## config.mk

```make
export PLATFORM = sky130hd
export DESIGN_NAME = input_conditioner
export DESIGN_NICKNAME = d
export VERILOG_FILES = /design/src/rtl/input_conditioner_pkg.sv /design/src/rtl/input_conditioner_sync_chain.sv /design/src/rtl/input_conditioner.sv
export SDC_FILE = /design/constraint.sdc
export NUM_CORES = 1
export LEC_CHECK = 0
export BUFFER_PORTS_ARGS = -buffer_cell sky130_fd_sc_hd__buf_2
export CAP_MARGIN = 20
export CORE_UTILIZATION = 37
export CTS_CLUSTER_DIAMETER = 50
export DETAILED_ROUTE_END_ITERATION = 10
export SYNTH_ARGS = -nofsm -noshare
export SYNTH_HDL_FRONTEND = slang
export SYNTH_SLANG_ARGS = --single-unit
```

## constraint.sdc

```tcl
create_clock -name clk_n -period 1.5 [get_ports clk_n]
set_input_delay 0.225 -clock clk_n [delete_from_list [all_inputs] [get_ports clk_n]]
set_output_delay 0.225 -clock clk_n [all_outputs]
set_load 0.01 [all_outputs]
```

## src/rtl/input_conditioner_pkg.sv

```systemverilog
// Shared types and default sizing for the input conditioner.
// Four-state debounce FSM encoding plus synchroniser/debounce defaults.
package input_conditioner_pkg;

    typedef enum logic [1:0] {
        STABLE_LO = 2'b00,
        CHK_HI    = 2'b01,
        STABLE_HI = 2'b11,
        CHK_LO    = 2'b10
    } cond_state_t;

    localparam int DEF_SYNC_STAGES = 2;
    localparam int DEF_DEB_COUNT   = 4;

endpackage

```

## src/rtl/input_conditioner_sync_chain.sv

```systemverilog
// Metastability synchroniser: STAGES flops clocked on the falling edge of clk_n.
// Latency STAGES edges; no backpressure.
module sync_chain #(
    parameter int STAGES = 2
) (
    input  logic clk_n,
    input  logic clr_n,
    input  logic d,
    output logic q
);

    logic [STAGES-1:0] sr;

    always_ff @(negedge clk_n or negedge clr_n) begin
        if (!clr_n) begin
            sr <= '0;
        end else begin
            sr <= {sr[STAGES-2:0], d};
        end
    end

    assign q = sr[STAGES-1];

endmodule

```

## src/rtl/input_conditioner.sv

```systemverilog
// Debounced level conditioner with change/rise/fall pulses for a clock-enabled flop.
// Latency SYNC_STAGES+DEB_COUNT falling edges with sample_en high; sample_en=0 stalls the FSM.
module input_conditioner
    import input_conditioner_pkg::*;
#(
    parameter int SYNC_STAGES = DEF_SYNC_STAGES,
    parameter int DEB_COUNT   = DEF_DEB_COUNT
) (
    input  logic clk_n,
    input  logic clr_n,
    input  logic raw_in,
    input  logic sample_en,
    output logic d_out,
    output logic ce_out,
    output logic rise,
    output logic fall,
    output logic busy
);

    localparam int CW = $clog2(DEB_COUNT + 1);
    localparam logic [CW-1:0] CNT_LAST = CW'(DEB_COUNT - 1);
    localparam logic [CW-1:0] CNT_ONE  = CW'(1);

    logic            sync;
    cond_state_t     state;
    logic [CW-1:0]   cnt;

    sync_chain #(
        .STAGES (SYNC_STAGES)
    ) u_sync (
        .clk_n (clk_n),
        .clr_n (clr_n),
        .d     (raw_in),
        .q     (sync)
    );

    // Pulses default low each edge so they can never stretch past one cycle.
    always_ff @(negedge clk_n or negedge clr_n) begin
        if (!clr_n) begin
            state  <= STABLE_LO;
            cnt    <= '0;
            ce_out <= 1'b0;
            rise   <= 1'b0;
            fall   <= 1'b0;
        end else begin
            ce_out <= 1'b0;
            rise   <= 1'b0;
            fall   <= 1'b0;
            case (state)
                STABLE_LO: begin
                    if (sample_en && sync) begin
                        state <= CHK_HI;
                        cnt   <= CNT_ONE;
                    end
                end
                CHK_HI: begin
                    if (sample_en) begin
                        if (!sync) begin
                            state <= STABLE_LO;
                            cnt   <= '0;
                        end else if (cnt == CNT_LAST) begin
                            state  <= STABLE_HI;
                            cnt    <= '0;
                            ce_out <= 1'b1;
                            rise   <= 1'b1;
                        end else begin
                            cnt <= cnt + CNT_ONE;
                        end
                    end
                end
                STABLE_HI: begin
                    if (sample_en && !sync) begin
                        state <= CHK_LO;
                        cnt   <= CNT_ONE;
                    end
                end
                CHK_LO: begin
                    if (sample_en) begin
                        if (sync) begin
                            state <= STABLE_HI;
                            cnt   <= '0;
                        end else if (cnt == CNT_LAST) begin
                            state  <= STABLE_LO;
                            cnt    <= '0;
                            ce_out <= 1'b1;
                            fall   <= 1'b1;
                        end else begin
                            cnt <= cnt + CNT_ONE;
                        end
                    end
                end
                default: begin
                    state <= STABLE_LO;
                    cnt   <= '0;
                end
            endcase
        end
    end

    // Level and busy decode straight from the state flops.
    assign d_out = (state == STABLE_HI) || (state == CHK_LO);
    assign busy  = (state == CHK_HI) || (state == CHK_LO);

endmodule

```

==> metrics.md <==
| Metric | Value |
|---|---|
| Final setup violation count | 11 |
| Routability Congestion | 0.761 |
| Io pins | 9 |
| Worst Tran Pin Value | 271 ps |
| Cell area after synthesis | 514 sq um |
| Slew HR | 0.814 |
| Area occupied by multi-input gates | 332 sq um |
| Drt first pass iters | 4 |
| Worst clock skew | ~0.75 ps |
| Die W | 39.3 um |
| Post-route DRC violation count | 0 |
| Post-synthesis cell count | 45 |
| CTS tree | built |
| Leakage | 0.383 nW |
| Yosys cell types | 20 |
| Cell Rows | 13 |
| Power Density | 2330 nW/um^2 |
| Number of max-cap violations | 0 |
| Worst Hold Class | reg -> reg |
| Clock Sinks | 10 |
| Final Hold Fails | 0 |
| Post-DRT Antenna Nets | 0 |
| CTS max path bufs | 2 |
| Reg2reg start | state[1] |
| Compound-cell area share of the yosys netlist | 0.122 |
| Gr usage total | 0.190 |
| CP Data Required Time | between 1000 and 1500 ps |
| Simple-gate area share of the yosys netlist | 0.153 |
| Post-route cell area | 810 sq um |
| Routed wire per std cell | 14.5 um |
| Post-detail-place hpwl | 762 um |
| CP Launch Type | flop |
| Hold Buf Count CTS | 0 |
| Critical path class | reg -> out |
| Register Area | 250 sq um |
| Endpoint class of the critical path | output port |
| Maximum vdd drop | 1.02 mV |
| N_diodes | 0 |
| Clock buffers created by TritonCTS | 3 |
| RSZ-0062 raised after global routing | yes |
| Hold path startpoint | u_sync.sr[0] |
| Reg2Reg Depth | 6 |
| Register area share after synthesis | 0.487 |
| Flop-to-flop setup slack | -310 ps |
| Die Height | around 40 um |
| Antenna violations before repair | 0 |
| Vias in the first global route | approximately 400 |
| Vias | 419 |
| Largest net degree at the start of global routing | 11 |
| R2R Path End | cnt[0] |
| Failing checks | setup timing |
| Initial Util | 0.395 |
| Fill cell count | 105 |
| Fraction of layout cells with a size suffix above 1 | 0.544 |
| Synth Area in XOR/XNOR | 0 |
| PortBufs | 8 |
| CP arrival | about 2000 ps |
| Root buf cell | clkbuf_4 |
| FF+latch count, synth | 10 |
| Max Fanout on Critical Path | 3 |
| Hold Crit Depth | 0 |
| H-tree Lvls | 1 |
| Die Area | roughly 1500 sq um |
| Clk slew on worst S/H paths | about 50 ps |
| Final Core Density | 0.622 |
| Dpl cell area | around 660 sq um |
| Largest family of logic cells by synthesized area | simple AND/OR/NAND/NOR gates |
| Core footprint | 1300 sq um |
| Max Slew Vio Count | 0 |
| Worst setup margin | -787 ps |
| Initial DRC count | 8 |
| Post-Synth Adder-Cell Area | 0.146 |
| WL final | approximately 1.2 mm |
| Vias per cell | between 5 and 6 |
| Synth Warn # | 0 |
| Syn_area_per_cell | 11.4 sq um |
| First-pass GRT wire length | around 1.8 mm |
| Synthesis-to-finish area growth | 57.4% |
| Total power draw | 1.89 mW |
| Mux share of post-synthesis cell area | 0.0779 |
| Status | finished with violations |
| Global route overflow | 0 |
| Hold path endpoint | u_sync.sr[1] |
| Final #Nets | just under 80 |
| Worst skew pair latency | between 200 and 300 ps |
| Net count after synthesis | 55 |
## sequential cells by signal (all words and copies together) (netlist names)
name,count
fall,1
cnt,3
u_sync.sr,2
ce_out,1
state,2
rise,1
## final cells by class
type                    count  share of cell area
flip-flops and latches     10               0.309
repair buffers             19               0.204
multi-input cells          33               0.410
clock buffers               4              0.0448
well taps                  15              0.0232
inverters                   2             0.00927
## worst max-delay path, stage by stage, from the launching register on
cell	delay (ps)
dfrtn_1	450
inv_2	90
ha_4	160
or2_4	220
buf_6	120
## power breakdown
part           leakage, nW  internal, mW  switching (mW)  total [mW]
Combinational        0.232         0.681           0.559        1.24
Clock               0.0210         0.147          0.0984       0.246
Sequential           0.129         0.338          0.0659       0.403
Total                0.383          1.17           0.723        1.89
## worst max path at each step
stage	startpoint	to	slack (ps)	cells after the start
3_5_place_dp	state[0]	d_out	-510	4
3_3_place_gp	state[0]	d_out	-490	4
4_1_cts	state[0]	d_out	-780	4
2_1_floorplan	state[0]	d_out	-380	3
6_report	state[0]	d_out	-790	4
5_1_grt	state[0]	d_out	-840	4
## per-stage QoR
stage               worst slack (ps)  std cells  setup TNS (ps)  hold WS (ps)
floorplan                       -378         45           -1110           292
global placement                -493         76           -2740           296
detailed placement              -511         76           -2810           301
CTS                             -781         83           -3600           301
global route                    -836         83           -4140           309
finish                          -787         83           -3600           300
## placed cells by master (no fill, tap or decap), types with 2 or more instances in the layout
cell      Yosys  final
o21ai_1       0      4
clkbuf_4      0      3
inv_2         0      2
mux2_4        2      2
buf_4         0      8
dfrtn_1      10     10
ha_1          6      3
nor2_1        3      2
ha_4          0      3
a21oi_1       2      2
buf_2         0      3
buf_6         0      8
nand2_1       4      2
## kinds of logic (layout without fill, tap and decap cells)
logic type,after synthesis,in the layout
AO/OA/AOI/OAI,10,10
adder cells (fa/ha/maj),6,6
buffers and inverters,2,25
flip-flops,10,10
multiplexers,3,3
AND/OR/NAND/NOR,14,14
## repair_timing
item,in CTS,in global routing
resized for setup,15,8
buffers inserted,4,3
cloned,0,0
setup endpoints to repair,11,11
pin swaps,5,5
## layer usage
metal  GRT usage  vias up  routed length, um
li1            -      205                  -
met1       0.207      199                517
met2       0.329       13                639
met3      0.0398        2                 36
met4       0.121        0                  7
met5           0        -                  0
## synthesized netlist by cell type
library cell / count / share of area
nor3b_1: 1 / 0.015
nand2b_1: 1 / 0.012
dfrtn_1: 10 / 0.49
mux2_4: 2 / 0.058
o41ai_1: 1 / 0.017
nor2_1: 3 / 0.022
nand3_1: 1 / 0.0097
ha_1: 6 / 0.15
inv_1: 2 / 0.015
nor4_1: 1 / 0.012
or2_2: 1 / 0.012
and2b_1: 1 / 0.015
a21oi_2: 1 / 0.017
nor2b_4: 1 / 0.027
o21a_1: 1 / 0.015
o31ai_1: 1 / 0.015
nand2_1: 4 / 0.029
o21ai_0: 4 / 0.039
a21oi_1: 2 / 0.019
mux2i_1: 1 / 0.019
No activity file was read; power rests on OpenSTA's default activity.
